$ cat src/rtl/id_pipe_stage_if.sv
// Fetch-side, register-file, writeback and execute-side signals of the decode stage.
interface id_pipe_stage_if #(
   parameter int XLEN       = 32,
   parameter int REG_ADDR_W = 5,
   parameter int CNT_W      = 32
);
   logic                  in_valid;
   logic                  in_ready;
   logic [31:0]           in_inst;
   logic [XLEN-1:0]       in_pc;
   logic [REG_ADDR_W-1:0] raddr1;
   logic [REG_ADDR_W-1:0] raddr2;
   logic [XLEN-1:0]       rdata1;
   logic [XLEN-1:0]       rdata2;
   logic                  wb_we;
   logic [REG_ADDR_W-1:0] wb_rd;
   logic [XLEN-1:0]       wb_data;
   logic                  flush;
   logic                  out_valid;
   logic                  out_ready;
   logic [XLEN-1:0]       out_pc;
   logic [XLEN-1:0]       out_imm;
   logic [XLEN-1:0]       out_rs1_val;
   logic [XLEN-1:0]       out_rs2_val;
   logic [REG_ADDR_W-1:0] out_rs1;
   logic [REG_ADDR_W-1:0] out_rs2;
   logic [REG_ADDR_W-1:0] out_rd;
   logic [6:0]            out_opcode;
   logic [2:0]            out_funct3;
   logic [6:0]            out_funct7;
   logic                  out_is_load;
   logic                  out_illegal;
   logic [CNT_W-1:0]      stall_cnt;

   modport master (
      output in_valid, in_inst, in_pc, rdata1, rdata2, wb_we, wb_rd, wb_data, flush, out_ready,
      input  in_ready, raddr1, raddr2, out_valid, out_pc, out_imm, out_rs1_val, out_rs2_val,
             out_rs1, out_rs2, out_rd, out_opcode, out_funct3, out_funct7, out_is_load,
             out_illegal, stall_cnt
   );

   modport slave (
      input  in_valid, in_inst, in_pc, rdata1, rdata2, wb_we, wb_rd, wb_data, flush, out_ready,
      output in_ready, raddr1, raddr2, out_valid, out_pc, out_imm, out_rs1_val, out_rs2_val,
             out_rs1, out_rs2, out_rd, out_opcode, out_funct3, out_funct7, out_is_load,
             out_illegal, stall_cnt
   );
endinterface

$ cat src/rtl/id_pipe_stage.sv
// RV32I registered decode stage with load-use bubble insertion and saturating stall counter.
// Optional writeback bypass into captured/held operands: define ID_WB_BYPASS_EN.
module id_pipe_stage #(
   parameter int XLEN       = 32,
   parameter int REG_ADDR_W = 5,
   parameter int CNT_W      = 32
) (
   input logic              clk,
   input logic              rst_n,
   id_pipe_stage_if.slave   bus
);
   localparam logic [6:0] OPC_OP     = 7'b0110011;
   localparam logic [6:0] OPC_IMM    = 7'b0010011;
   localparam logic [6:0] OPC_LOAD   = 7'b0000011;
   localparam logic [6:0] OPC_STORE  = 7'b0100011;
   localparam logic [6:0] OPC_BRANCH = 7'b1100011;
   localparam logic [6:0] OPC_LUI    = 7'b0110111;
   localparam logic [6:0] OPC_AUIPC  = 7'b0010111;
   localparam logic [6:0] OPC_JAL    = 7'b1101111;
   localparam logic [6:0] OPC_JALR   = 7'b1100111;
   localparam logic [6:0] OPC_SYSTEM = 7'b1110011;
   localparam logic [6:0] OPC_FENCE  = 7'b0001111;

   function automatic logic signed [XLEN-1:0] imm_gen(input logic [31:0] i);
      logic signed [XLEN-1:0] r;
      case (i[6:0])
         OPC_STORE:          r = {{(XLEN-12){i[31]}}, i[31:25], i[11:7]};
         OPC_BRANCH:         r = {{(XLEN-12){i[31]}}, i[7], i[30:25], i[11:8], 1'b0};
         OPC_LUI, OPC_AUIPC: r = {{(XLEN-31){i[31]}}, i[30:12], 12'b0};
         OPC_JAL:            r = {{(XLEN-20){i[31]}}, i[19:12], i[20], i[30:21], 1'b0};
         default:            r = {{(XLEN-12){i[31]}}, i[31:20]};
      endcase
      return r;
   endfunction

   function automatic logic is_illegal(input logic [31:0] i);
      return (i[1:0] != 2'b11) ||
             !(i[6:0] inside {OPC_OP, OPC_IMM, OPC_LOAD, OPC_STORE, OPC_BRANCH, OPC_LUI,
                              OPC_AUIPC, OPC_JAL, OPC_JALR, OPC_SYSTEM, OPC_FENCE});
   endfunction

   function automatic logic [CNT_W-1:0] sat_inc(input logic [CNT_W-1:0] c);
      return (&c) ? c : c + CNT_W'(1);
   endfunction

   function automatic logic wb_hit(input logic we, input logic [REG_ADDR_W-1:0] wrd,
                                   input logic [REG_ADDR_W-1:0] a);
      return we && (wrd != '0) && (wrd == a);
   endfunction

   logic [31:0]            inst;
   logic [6:0]             opc;
   logic [REG_ADDR_W-1:0]  rs1_a, rs2_a, rd_a;
   logic                   uses_rs2, hazard, ready, accept;
   logic signed [XLEN-1:0] cap_rs1, cap_rs2;

   logic                   vld_p1;
   logic [XLEN-1:0]        pc_p1;
   logic signed [XLEN-1:0] imm_p1, rs1_val_p1, rs2_val_p1;
   logic [REG_ADDR_W-1:0]  rs1_p1, rs2_p1, rd_p1;
   logic [6:0]             opcode_p1, funct7_p1;
   logic [2:0]             funct3_p1;
   logic                   is_load_p1, illegal_p1;
   logic [CNT_W-1:0]       cnt_stall;

   assign inst  = bus.in_inst;
   assign opc   = inst[6:0];
   assign rs1_a = REG_ADDR_W'(inst[19:15]);
   assign rs2_a = REG_ADDR_W'(inst[24:20]);
   assign rd_a  = REG_ADDR_W'(inst[11:7]);

   // Only R/S/B formats actually read rs2, so only they can stall on it.
   assign uses_rs2 = (opc == OPC_OP) || (opc == OPC_STORE) || (opc == OPC_BRANCH);
   assign hazard   = vld_p1 && is_load_p1 && (rd_p1 != '0) &&
                     ((rs1_a == rd_p1) || (uses_rs2 && (rs2_a == rd_p1)));
   assign ready    = (!vld_p1 || bus.out_ready) && !hazard && !bus.flush;
   assign accept   = bus.in_valid && ready;

`ifdef ID_WB_BYPASS_EN
   assign cap_rs1 = wb_hit(bus.wb_we, bus.wb_rd, rs1_a) ? bus.wb_data : bus.rdata1;
   assign cap_rs2 = wb_hit(bus.wb_we, bus.wb_rd, rs2_a) ? bus.wb_data : bus.rdata2;
`else
   logic unused_wb;
   assign unused_wb = ^{bus.wb_we, bus.wb_rd, bus.wb_data};
   assign cap_rs1   = bus.rdata1;
   assign cap_rs2   = bus.rdata2;
`endif

   // Stage p1: decoded instruction register
   always_ff @(posedge clk or negedge rst_n) begin
      if (!rst_n) begin
         vld_p1     <= 1'b0;
         pc_p1      <= '0;
         imm_p1     <= '0;
         rs1_val_p1 <= '0;
         rs2_val_p1 <= '0;
         rs1_p1     <= '0;
         rs2_p1     <= '0;
         rd_p1      <= '0;
         opcode_p1  <= '0;
         funct3_p1  <= '0;
         funct7_p1  <= '0;
         is_load_p1 <= 1'b0;
         illegal_p1 <= 1'b0;
         cnt_stall  <= '0;
      end else begin
         if (bus.flush) begin
            vld_p1 <= 1'b0;
         end else if (accept) begin
            vld_p1     <= 1'b1;
            pc_p1      <= bus.in_pc;
            imm_p1     <= imm_gen(inst);
            rs1_val_p1 <= cap_rs1;
            rs2_val_p1 <= cap_rs2;
            rs1_p1     <= rs1_a;
            rs2_p1     <= rs2_a;
            rd_p1      <= rd_a;
            opcode_p1  <= opc;
            funct3_p1  <= inst[14:12];
            funct7_p1  <= inst[31:25];
            is_load_p1 <= (opc == OPC_LOAD);
            illegal_p1 <= is_illegal(inst);
         end else if (vld_p1 && bus.out_ready) begin
            vld_p1 <= 1'b0;
         end
`ifdef ID_WB_BYPASS_EN
         if (vld_p1 && !accept) begin
            if (wb_hit(bus.wb_we, bus.wb_rd, rs1_p1)) rs1_val_p1 <= bus.wb_data;
            if (wb_hit(bus.wb_we, bus.wb_rd, rs2_p1)) rs2_val_p1 <= bus.wb_data;
         end
`endif
         if (bus.in_valid && hazard && !bus.flush) cnt_stall <= sat_inc(cnt_stall);
      end
   end

   assign bus.in_ready    = ready;
   assign bus.raddr1      = rs1_a;
   assign bus.raddr2      = rs2_a;
   assign bus.out_valid   = vld_p1;
   assign bus.out_pc      = pc_p1;
   assign bus.out_imm     = imm_p1;
   assign bus.out_rs1_val = rs1_val_p1;
   assign bus.out_rs2_val = rs2_val_p1;
   assign bus.out_rs1     = rs1_p1;
   assign bus.out_rs2     = rs2_p1;
   assign bus.out_rd      = rd_p1;
   assign bus.out_opcode  = opcode_p1;
   assign bus.out_funct3  = funct3_p1;
   assign bus.out_funct7  = funct7_p1;
   assign bus.out_is_load = is_load_p1;
   assign bus.out_illegal = illegal_p1;
   assign bus.stall_cnt   = cnt_stall;
endmodule

$ cat src/flat_wrapper.sv
// flat-port wrapper written by rule: the top's interface ports become plain ports
module id_pipe_stage_flat 
#(
   parameter int XLEN       = 32,
   parameter int REG_ADDR_W = 5,
   parameter int CNT_W      = 32
)
  (clk, rst_n, bus_in_valid, bus_in_inst, bus_in_pc, bus_rdata1, bus_rdata2, bus_wb_we, bus_wb_rd, bus_wb_data, bus_flush, bus_out_ready, bus_in_ready, bus_raddr1, bus_raddr2, bus_out_valid, bus_out_pc, bus_out_imm, bus_out_rs1_val, bus_out_rs2_val, bus_out_rs1, bus_out_rs2, bus_out_rd, bus_out_opcode, bus_out_funct3, bus_out_funct7, bus_out_is_load, bus_out_illegal, bus_stall_cnt);
  id_pipe_stage_if #(.XLEN(XLEN), .REG_ADDR_W(REG_ADDR_W), .CNT_W(CNT_W)) bus_i ();
  input logic clk;
  input logic rst_n;
  input wire logic [$bits(bus_i.in_valid)-1:0] bus_in_valid;
  input wire logic [$bits(bus_i.in_inst)-1:0] bus_in_inst;
  input wire logic [$bits(bus_i.in_pc)-1:0] bus_in_pc;
  input wire logic [$bits(bus_i.rdata1)-1:0] bus_rdata1;
  input wire logic [$bits(bus_i.rdata2)-1:0] bus_rdata2;
  input wire logic [$bits(bus_i.wb_we)-1:0] bus_wb_we;
  input wire logic [$bits(bus_i.wb_rd)-1:0] bus_wb_rd;
  input wire logic [$bits(bus_i.wb_data)-1:0] bus_wb_data;
  input wire logic [$bits(bus_i.flush)-1:0] bus_flush;
  input wire logic [$bits(bus_i.out_ready)-1:0] bus_out_ready;
  output wire logic [$bits(bus_i.in_ready)-1:0] bus_in_ready;
  output wire logic [$bits(bus_i.raddr1)-1:0] bus_raddr1;
  output wire logic [$bits(bus_i.raddr2)-1:0] bus_raddr2;
  output wire logic [$bits(bus_i.out_valid)-1:0] bus_out_valid;
  output wire logic [$bits(bus_i.out_pc)-1:0] bus_out_pc;
  output wire logic [$bits(bus_i.out_imm)-1:0] bus_out_imm;
  output wire logic [$bits(bus_i.out_rs1_val)-1:0] bus_out_rs1_val;
  output wire logic [$bits(bus_i.out_rs2_val)-1:0] bus_out_rs2_val;
  output wire logic [$bits(bus_i.out_rs1)-1:0] bus_out_rs1;
  output wire logic [$bits(bus_i.out_rs2)-1:0] bus_out_rs2;
  output wire logic [$bits(bus_i.out_rd)-1:0] bus_out_rd;
  output wire logic [$bits(bus_i.out_opcode)-1:0] bus_out_opcode;
  output wire logic [$bits(bus_i.out_funct3)-1:0] bus_out_funct3;
  output wire logic [$bits(bus_i.out_funct7)-1:0] bus_out_funct7;
  output wire logic [$bits(bus_i.out_is_load)-1:0] bus_out_is_load;
  output wire logic [$bits(bus_i.out_illegal)-1:0] bus_out_illegal;
  output wire logic [$bits(bus_i.stall_cnt)-1:0] bus_stall_cnt;
  assign bus_i.in_valid = bus_in_valid;
  assign bus_i.in_inst = bus_in_inst;
  assign bus_i.in_pc = bus_in_pc;
  assign bus_i.rdata1 = bus_rdata1;
  assign bus_i.rdata2 = bus_rdata2;
  assign bus_i.wb_we = bus_wb_we;
  assign bus_i.wb_rd = bus_wb_rd;
  assign bus_i.wb_data = bus_wb_data;
  assign bus_i.flush = bus_flush;
  assign bus_i.out_ready = bus_out_ready;
  assign bus_in_ready = bus_i.in_ready;
  assign bus_raddr1 = bus_i.raddr1;
  assign bus_raddr2 = bus_i.raddr2;
  assign bus_out_valid = bus_i.out_valid;
  assign bus_out_pc = bus_i.out_pc;
  assign bus_out_imm = bus_i.out_imm;
  assign bus_out_rs1_val = bus_i.out_rs1_val;
  assign bus_out_rs2_val = bus_i.out_rs2_val;
  assign bus_out_rs1 = bus_i.out_rs1;
  assign bus_out_rs2 = bus_i.out_rs2;
  assign bus_out_rd = bus_i.out_rd;
  assign bus_out_opcode = bus_i.out_opcode;
  assign bus_out_funct3 = bus_i.out_funct3;
  assign bus_out_funct7 = bus_i.out_funct7;
  assign bus_out_is_load = bus_i.out_is_load;
  assign bus_out_illegal = bus_i.out_illegal;
  assign bus_stall_cnt = bus_i.stall_cnt;
  id_pipe_stage #(.XLEN(XLEN), .REG_ADDR_W(REG_ADDR_W), .CNT_W(CNT_W)) u_core (.clk(clk), .rst_n(rst_n), .bus(bus_i));
endmodule
$ cat config.mk
export PLATFORM = sky130hd
export DESIGN_NAME = id_pipe_stage_flat
export DESIGN_NICKNAME = d
export VERILOG_FILES = /design/src/rtl/id_pipe_stage_if.sv /design/src/rtl/id_pipe_stage.sv /design/src/flat_wrapper.sv
export SDC_FILE = /design/constraint.sdc
export NUM_CORES = 1
export LEC_CHECK = 0
export ABC_AREA = 1
export CAP_MARGIN = 20
export CORE_MARGIN = 2
export CORE_UTILIZATION = 27
export DETAILED_ROUTE_END_ITERATION = 7
export DONT_BUFFER_PORTS = 1
export PLACE_DENSITY = 0.44
export SLEW_MARGIN = 20
export SYNTH_ARGS = -nofsm -noshare
export SYNTH_HDL_FRONTEND = slang
export SYNTH_SLANG_ARGS = --single-unit
$ cat constraint.sdc
create_clock -name clk -period 5.27 [get_ports clk]
set_clock_uncertainty 0.2 [all_clocks]
set_input_delay 1.054 -clock clk [delete_from_list [all_inputs] [get_ports clk]]
set_output_delay 1.054 -clock clk [all_outputs]
set_load 0.005 [all_outputs]
Word-level counts from Yosys, hierarchy flattened
Index checks and enable logic that the tools add are counted.
{"block": "totals", "word_cells": 61, "regBits": 195, "output_inout_bits": 206}
{"block": "op_classes", "bitwise_logic": 2, "n_addsub": 1, "n_mux": 4, "n_eq_ne": 14, "n_reduce_logical": 26}
{"op": "case mux 31 bit (4 select lines)", "n": 1}
{"op": "adder 32 x 1 -> 32 bit, second input constant", "n": 1}
{"op": "AND reduction 32 bit", "n": 1}
{"op": "equality test 7 bit, second input constant", "n": 4}
{"op": "equality test 7 x 6 -> 1 bit, second input constant", "n": 3}
{"op": "equality test 7 x 5 -> 1 bit, second input constant", "n": 2}
{"op": "nonzero test 11 bit", "n": 1}
{"op": "equality test 5 bit", "n": 2}
{"op": "logical AND 1 bit", "n": 10}
{"op": "equality test 7 x 2 -> 1 bit, second input constant", "n": 1}
{"op": "equality test 7 x 4 -> 1 bit, second input constant", "n": 1}
{"op": "logical OR 1 bit", "n": 5}
{"op": "nonzero test 5 bit", "n": 1}
{"op": "zero test 1 bit", "n": 4}
{"op": "AND reduction 2 bit", "n": 2}
{"op": "2-to-1 mux 1 bit", "n": 3}
{"op": "nonzero test 3 bit", "n": 1}
{"op": "inequality test 2 bit, second input constant", "n": 1}
{"op": "inverter 1 bit", "n": 2}
{"op": "OR reduction 2 bit", "n": 1}

Longest topological paths before layout
Gate-level depths: netlist of run 1.
{"block": "depth", "ltp_word": 12, "ltp_mapped": 13}

Least setup slack after synthesis of run 1
No wires, ideal clock.
{"block": "synth_path", "kind": "input -> output", "from": "input port bus_in_inst[1]", "to": "output port bus_in_ready", "path_buffers": 2, "required_ns": 4.016, "arrival_ns": 2.131, "cell_stages": 11, "path_slack_ns": 1.885, "cell_sequence": "nand2_1 -> nor2_2 -> nand2_1 -> nor2_1 -> nand2_1 -> nand2_1 -> nand2_2 -> buf_2 -> buf_2 -> nand2_1 -> nor2_1"}
{"block": "synth_between", "elab_chain_cells": 9}
{"item": "start, declared", "line": "flat_wrapper.sv:13", "text": "input wire logic [$bits(bus_i.in_inst)-1:0] bus_in_inst;"}
{"item": "equality test 7 x 6 -> 1 bit", "line": "id_pipe_stage.sv:73", "text": "assign uses_rs2 = (opc == OPC_OP) || (opc == OPC_STORE) || (opc == OPC_BRANCH);"}
{"item": "logical OR 1 bit", "line": "id_pipe_stage.sv:73"}
{"item": "logical OR 1 bit *", "line": "id_pipe_stage.sv:73"}
{"item": "logical AND 1 bit *", "line": "id_pipe_stage.sv:75", "text": "((rs1_a == rd_p1) || (uses_rs2 && (rs2_a == rd_p1)));"}
{"item": "logical OR 1 bit *", "line": "id_pipe_stage.sv:75"}
{"item": "logical AND 1 bit *", "line": "id_pipe_stage.sv:74", "text": "assign hazard = vld_p1 && is_load_p1 && (rd_p1 != '0) &&"}
{"item": "zero test 1 bit *", "line": "id_pipe_stage.sv:76", "text": "assign ready = (!vld_p1 || bus.out_ready) && !hazard && !bus.flush;"}
{"item": "logical AND 1 bit * (2 in series)", "line": "id_pipe_stage.sv:76"}
{"item": "end, declared", "line": "flat_wrapper.sv:22", "text": "output wire logic [$bits(bus_i.in_ready)-1:0] bus_in_ready;"}
Every way passes the cells marked *; elsewhere a longest branch is shown, timed or not.

Worst setup path in the final report of run 1
Ends and elaborated chain as after synthesis.

==> results.cfg, run 1 <==
[timing]
fin_ws_ps = 1480
rsz0062_at_grt = false
fmax_mhz = 264
holdWs_ps = 100
finalSetupTns_ps = 0
slew_violations = 0
worst_pin_slew_ps = 907
max-slew-margin-rel = 0.394
min_period_ps = 3790
setup_viol = 0
fin_crit_sh = 0.719
hold_viol_final = 0

[drt]
drt-total-wl_mm = 33.0
drc = 0
ant_nets = 0
drtIter0Drc = 543
vias = 8715
routed_via_density = 5.04
dr.pass1.iters = 5
wl_per_cell_um = 19.1

[worst_setup_path]
path_common_cell = nand2_1
cpMaxStageDelayCell = nand2_8
end_kind = primary output
path_cells = nand2_1 > nor2_2 > buf_4 > nand2_1 > nor2_1 > nand2_1 > nand2_1 > nand2_8 > nand2_1 > nor2_1
crit_path_max_incr_delay_ps = 280
cp.required_ps = 4020
critPathLaunchType = input port
arrival_ps = 2540
cp_max_fo = 51
setup.worst_path.class = input port to primary output

[synth]
yosys.area_share.simple = 0.414
synth_nets = 1493
yosysUniqueCellTypes = 26
yosys_warnings = 0
syn_area_per_cell_sq_um = 7.51
synth_xor_area_frac = 0.0150
synthMuxAreaShare = 0
ys_ff_latch = 194
syn_inst = 1321
synthAdderAreaFrac = 0.00126
synth_compound_area_frac = 0.00996
synth_area_sq_um = 9920
synth_top_family_by_area = simple AND/OR/NAND/NOR gates
ys_seq_area_frac = 0.489

[clock_tree]
post_cts_buffers = 0
cts_made_buffers = 17
clockBufferDepth = 2
postCtsResizedCells = 0
cts_tree = yes
hold_buffers = 0
htree_levels = 4
insertion_delay_ps = 460
clock_sinks = 194
cts_root_buffer = clkbuf_16
path_clk_slew_ps = 70

[place]
port_buffers = 0
post-dp-hpwl_mm = 21.6
place.gp.congestion = 0.822
pre_cts_slack_ps = 1430

[pwr]
p_leak_nw = 5.37
power_mw = 3.56
power.density_nw_per_um2 = 331
ir_worst_vdd_mv = 0.223

[global_route]
grt_pass1_vias = 8509
grt_start_max_net_pins = 195
grt_pass1_wl_mm = 52.2
antenna_found_initial = 0
grt.total_usage = 0.174
grt_overflow = 0

[layout]
n_antenna_cell = 0
layout.nets = 1419
drive_gt1_frac = 0.0421
num-fill-cells = 3974
syn2layout_area_growth_pct = 8.59

[floorplanning]
coreArea_sq_um = 36400
die-area_sq_um = 38300
rows = 70
ios = 377
chipWidth_um = 196
initial_core_util = 0.272
die_y_um = 196

[run_status]
outcome = finished clean

[flow_run]
maxCapViolations = 0

[hold_path]
min_path_type = input port to async pin
cell usage in the layout (no fill, tap or decap), types with 2 or more instances in the layout:
master / n
a21oi_1: 2
a21oi_4: 2
buf_12: 2
buf_4: 7
bufinv_16: 3
clkbuf_16: 17
clkinv_4: 2
clkinvlp_4: 2
dfrtp_1: 194
inv_1: 56
inv_2: 2
inv_6: 5
nand2_1: 566
nand3_1: 67
nand4_1: 196
nor2_1: 89
nor2_2: 5
nor3_1: 2
o21ai_0: 14
xnor2_1: 5
xor2_1: 12
worst max-delay path, delay by kind of cell:
kind | cells | cell delay, ps
buf+inv | 1 | 250
simple gates | 9 | 1230
layer usage:
layer / global-route usage / vias to the layer above / share of wire
met3: 0.0533 / 29 / 0.079
li1: - / 4203 / -
met4: 0.0511 / 0 / 0.014
met5: 0 / - / 0
met2: 0.266 / 302 / 0.44
met1: 0.238 / 4181 / 0.47
sequential cells by signal (all words and copies together), names as in the netlist:
signal                  cells
u_core.bus.out_rd           5
u_core.bus.out_rs1          5
u_core.bus.out_imm         31
u_core.bus.out_funct3       3
u_core.bus.out_rs2          5
u_core.bus.out_pc          32
u_core.bus.stall_cnt       32
u_core.bus.out_opcode       7
u_core.bus.out_rs1_val     32
u_core.bus.out_is_load      1
u_core.bus.out_valid        1
u_core.bus.out_illegal      1
u_core.bus.out_funct7       7
u_core.bus.out_rs2_val     32
synthesized netlist by cell type:
library cell | instances | area (sq um)
xnor2_1 | 5 | 43.8
nand3_4 | 1 | 17.5
a21oi_2 | 1 | 8.76
nand3_2 | 1 | 10.0
nand2_1 | 566 | 2120
nand4_2 | 1 | 12.5
nor2_2 | 4 | 25.0
nor3_1 | 2 | 10.0
nor4_1 | 1 | 6.26
a21oi_1 | 3 | 15.0
nand3_1 | 67 | 335
inv_2 | 2 | 7.51
nand4_1 | 196 | 1230
buf_1 | 11 | 41.3
buf_4 | 13 | 97.6
xor2_1 | 12 | 105
inv_1 | 56 | 210
o21ai_1 | 1 | 5.00
dfrtp_1 | 194 | 4850
buf_2 | 29 | 145
ha_1 | 1 | 12.5
nor2_1 | 90 | 338
o21ai_0 | 14 | 70.1
buf_6 | 1 | 11.3
nand2_2 | 1 | 6.26
clkbuf_1 | 48 | 180
per-stage QoR:
stage	cell area (sq um)	instances	util
floorplan	9920	1321	-
global placement	10200	1696	0.279
detailed placement	10200	1696	0.279
CTS	10800	1728	0.296
global route	10800	1728	0.296
finish	10800	1728	0.296
worst paths after layout:
path | startpoint | to | slack [ps] | depth (start not counted)
min reg2reg | u_core.bus.out_rs2_val[15] | u_core.bus.out_rs2_val[15] | 300 | 2
max in group asynchronous | rst_n | u_core.bus.out_rs1_val[17] | 4500 | 0
min | rst_n | u_core.bus.out_pc[11] | 100 | 0
max | bus_in_inst[1] | bus_in_ready | 1480 | 10
max reg2reg | u_core.bus.out_rd[2] | u_core.bus.out_valid | 2350 | 10
min in group clk | u_core.bus.out_rs2_val[15] | u_core.bus.out_rs2_val[15] | 300 | 2
cells by family after synthesis:
group / Yosys count
AO/OA/AOI/OAI: 19
XOR/XNOR: 17
adder cells (fa/ha/maj): 1
buffers and inverters: 160
flip-flops: 194
AND/OR/NAND/NOR: 930
final cells by class:
class,count,area (sq um),share of cell area
repair buffers,9,92.6,0.00860
multi-input cells,967,4410,0.409
well taps,468,586,0.0544
flip-flops and latches,194,4850,0.451
clock buffers,19,443,0.0411
clock inverters,13,171,0.0159
inverters,58,218,0.0202
power by group:
part	leakage, nW	switching [mW]	internal (mW)	total, mW
Clock	0.295	0.634	0.769	1.40
Combinational	2.62	0.189	0.110	0.299
Sequential	2.46	0.187	1.67	1.86
Total	5.37	1.01	2.55	3.56
Power figures use the tool's default switching activity.
==> inputs of run 2 (changes only) <==
Clock period 5.27 ns to 3.96 ns, I/O delays scaled along.
==> run 2 against run 1 <==
  * The run now ends with negative hold slack left
  * Die area did not move
  * Non-clock buffer count rose by 4
  * Worst hold slack got worse by 260 ps
  * Sequential share of layout area barely moved
  * Final cell count rose by 0.17%
  * Flip-flop and latch count did not move
  * Global-route usage fell by 0.10 points
  * Largest power group unchanged
  * Highest routed layer unchanged
==> results.cfg, run 2 (synthesis gave the netlist of run 1 again) <==
[clock_tree]
cts_tree = yes
insertion_delay_ps = 450
clockBufferDepth = 2
cts_made_buffers = 17
cts_root_buffer = clkbuf_16
path_clk_slew_ps = 70
postCtsResizedCells = 0
clock_sinks = 194
htree_levels = 4
post_cts_buffers = 0

[worst_setup_path]
end_kind = primary output
setup.worst_path.class = flip-flop to primary output
cp.required_ps = 2970
arrival_ps = 2100
cp_max_fo = 27
critPathLaunchType = flip-flop

[timing]
finalSetupTns_ps = 0
slew_violations = 0
max-slew-margin-rel = 0.434
hold_viol_final = 194
min_period_ps = 3090
fmax_mhz = 323
fin_crit_sh = 0.781
rsz0062_at_grt = false
worst_pin_slew_ps = 847
setup_viol = 0
holdWs_ps = -160

[drt]
vias = 8745
routed_via_density = 5.05
dr.pass1.iters = 5
drtIter0Drc = 495
ant_nets = 0
drt-total-wl_mm = 33.2
drc = 0
wl_per_cell_um = 19.2

[layout]
n_antenna_cell = 0
final_cell_mix = nand2_1, nand4_1, dfrtp_1
syn2layout_area_growth_pct = 8.62
layout_commonest_cell = nand2_1
layout.nets = 1423
num-fill-cells = 3926
drive_gt1_frac = 0.0428

[pwr]
p_leak_nw = 5.38
ir_worst_vdd_mv = 0.305
power.density_nw_per_um2 = 432
power_mw = 4.66

[global_route]
grt_overflow = 0
antenna_found_initial = 0
grt_use_met2 = 0.264
grt_pass1_wl_mm = 51.6
use_met3 = 0.0547
use_met1 = 0.234
grt.total_usage = 0.173
grt_start_max_net_pins = 195
busiest_layer = met2
grt_pass1_vias = 8456

[place]
post-dp-hpwl_mm = 21.9
place.gp.congestion = 0.823
port_buffers = 0

[run_status]
outcome = finished, violations left
violations = negative hold slack

[floorplanning]
die-area_sq_um = 38300
ios = 377
coreArea_sq_um = 36400
initial_core_util = 0.272
die_y_um = 196
chipWidth_um = 196
rows = 70

[hold_path]
min_path_type = input port to async pin

[flow_run]
maxCapViolations = 0
-- run 2: worst max-delay path, cell delays in order, from the launching register on --
cell and delay, ps:
dfrtp_1 510, inv_1 100, nand2_1 70, nand2_1 40
nand2_1 60, nor2_1 50, nand2_1 130, nand2_1 210
nand2_8 230, nand2_1 70, nor2_1 170
-- run 2: through the flow --
step           utilization  instances  area (sq um)  setup WS [ps]
2_1_floorplan            -       1321          9920           1100
5_1_grt              0.296       1731         10800            675
3_3_place_gp         0.280       1700         10200            811
6_report             0.296       1731         10800            868
4_1_cts              0.296       1731         10800            775
3_5_place_dp         0.280       1700         10200            781
-- run 2: layout make-up --
type	count	area, sq um	share of cell area
timing repair buffer	13	135	0.0125
inverter	58	218	0.0202
clock buffer	23	478	0.0444
clock inverter	8	104	0.00964
tap	468	586	0.0543
sequential	194	4850	0.451
multi-input combinational	967	4400	0.408
-- run 2: path summary, 6_finish.rpt --
| kind | startpoint | to | slack [ps] | depth (start not counted) |
|---|---|---|---|---|
| max | u_core.bus.out_rd[4] | bus_in_ready | 870 | 10 |
| min | rst_n | u_core.bus.out_pc[11] | -160 | 0 |
| max reg2reg | u_core.bus.out_rd[4] | u_core.bus.out_rs2_val[24] | 1180 | 11 |
| min reg2reg | u_core.bus.out_rs2_val[9] | u_core.bus.out_rs2_val[9] | 300 | 2 |
| max in group asynchronous | rst_n | u_core.bus.stall_cnt[5] | 3480 | 0 |
| min in group clk | bus_flush | u_core.bus.out_valid | 230 | 1 |
-- run 2: layer usage --
metal,up-vias,routed length [um],part of all wire
met3,38,2810,0.085
met5,-,0,0
li1,4217,-,-
met4,0,607,0.018
met1,4197,14900,0.45
met2,293,14900,0.45
-- run 2: power breakdown --
| group | internal [mW] | switching (mW) | total, mW |
|---|---|---|---|
| registers | 2.23 | 0.252 | 2.48 |
| clock network | 0.978 | 0.797 | 1.78 |
| logic | 0.148 | 0.252 | 0.400 |
| total | 3.36 | 1.30 | 4.66 |
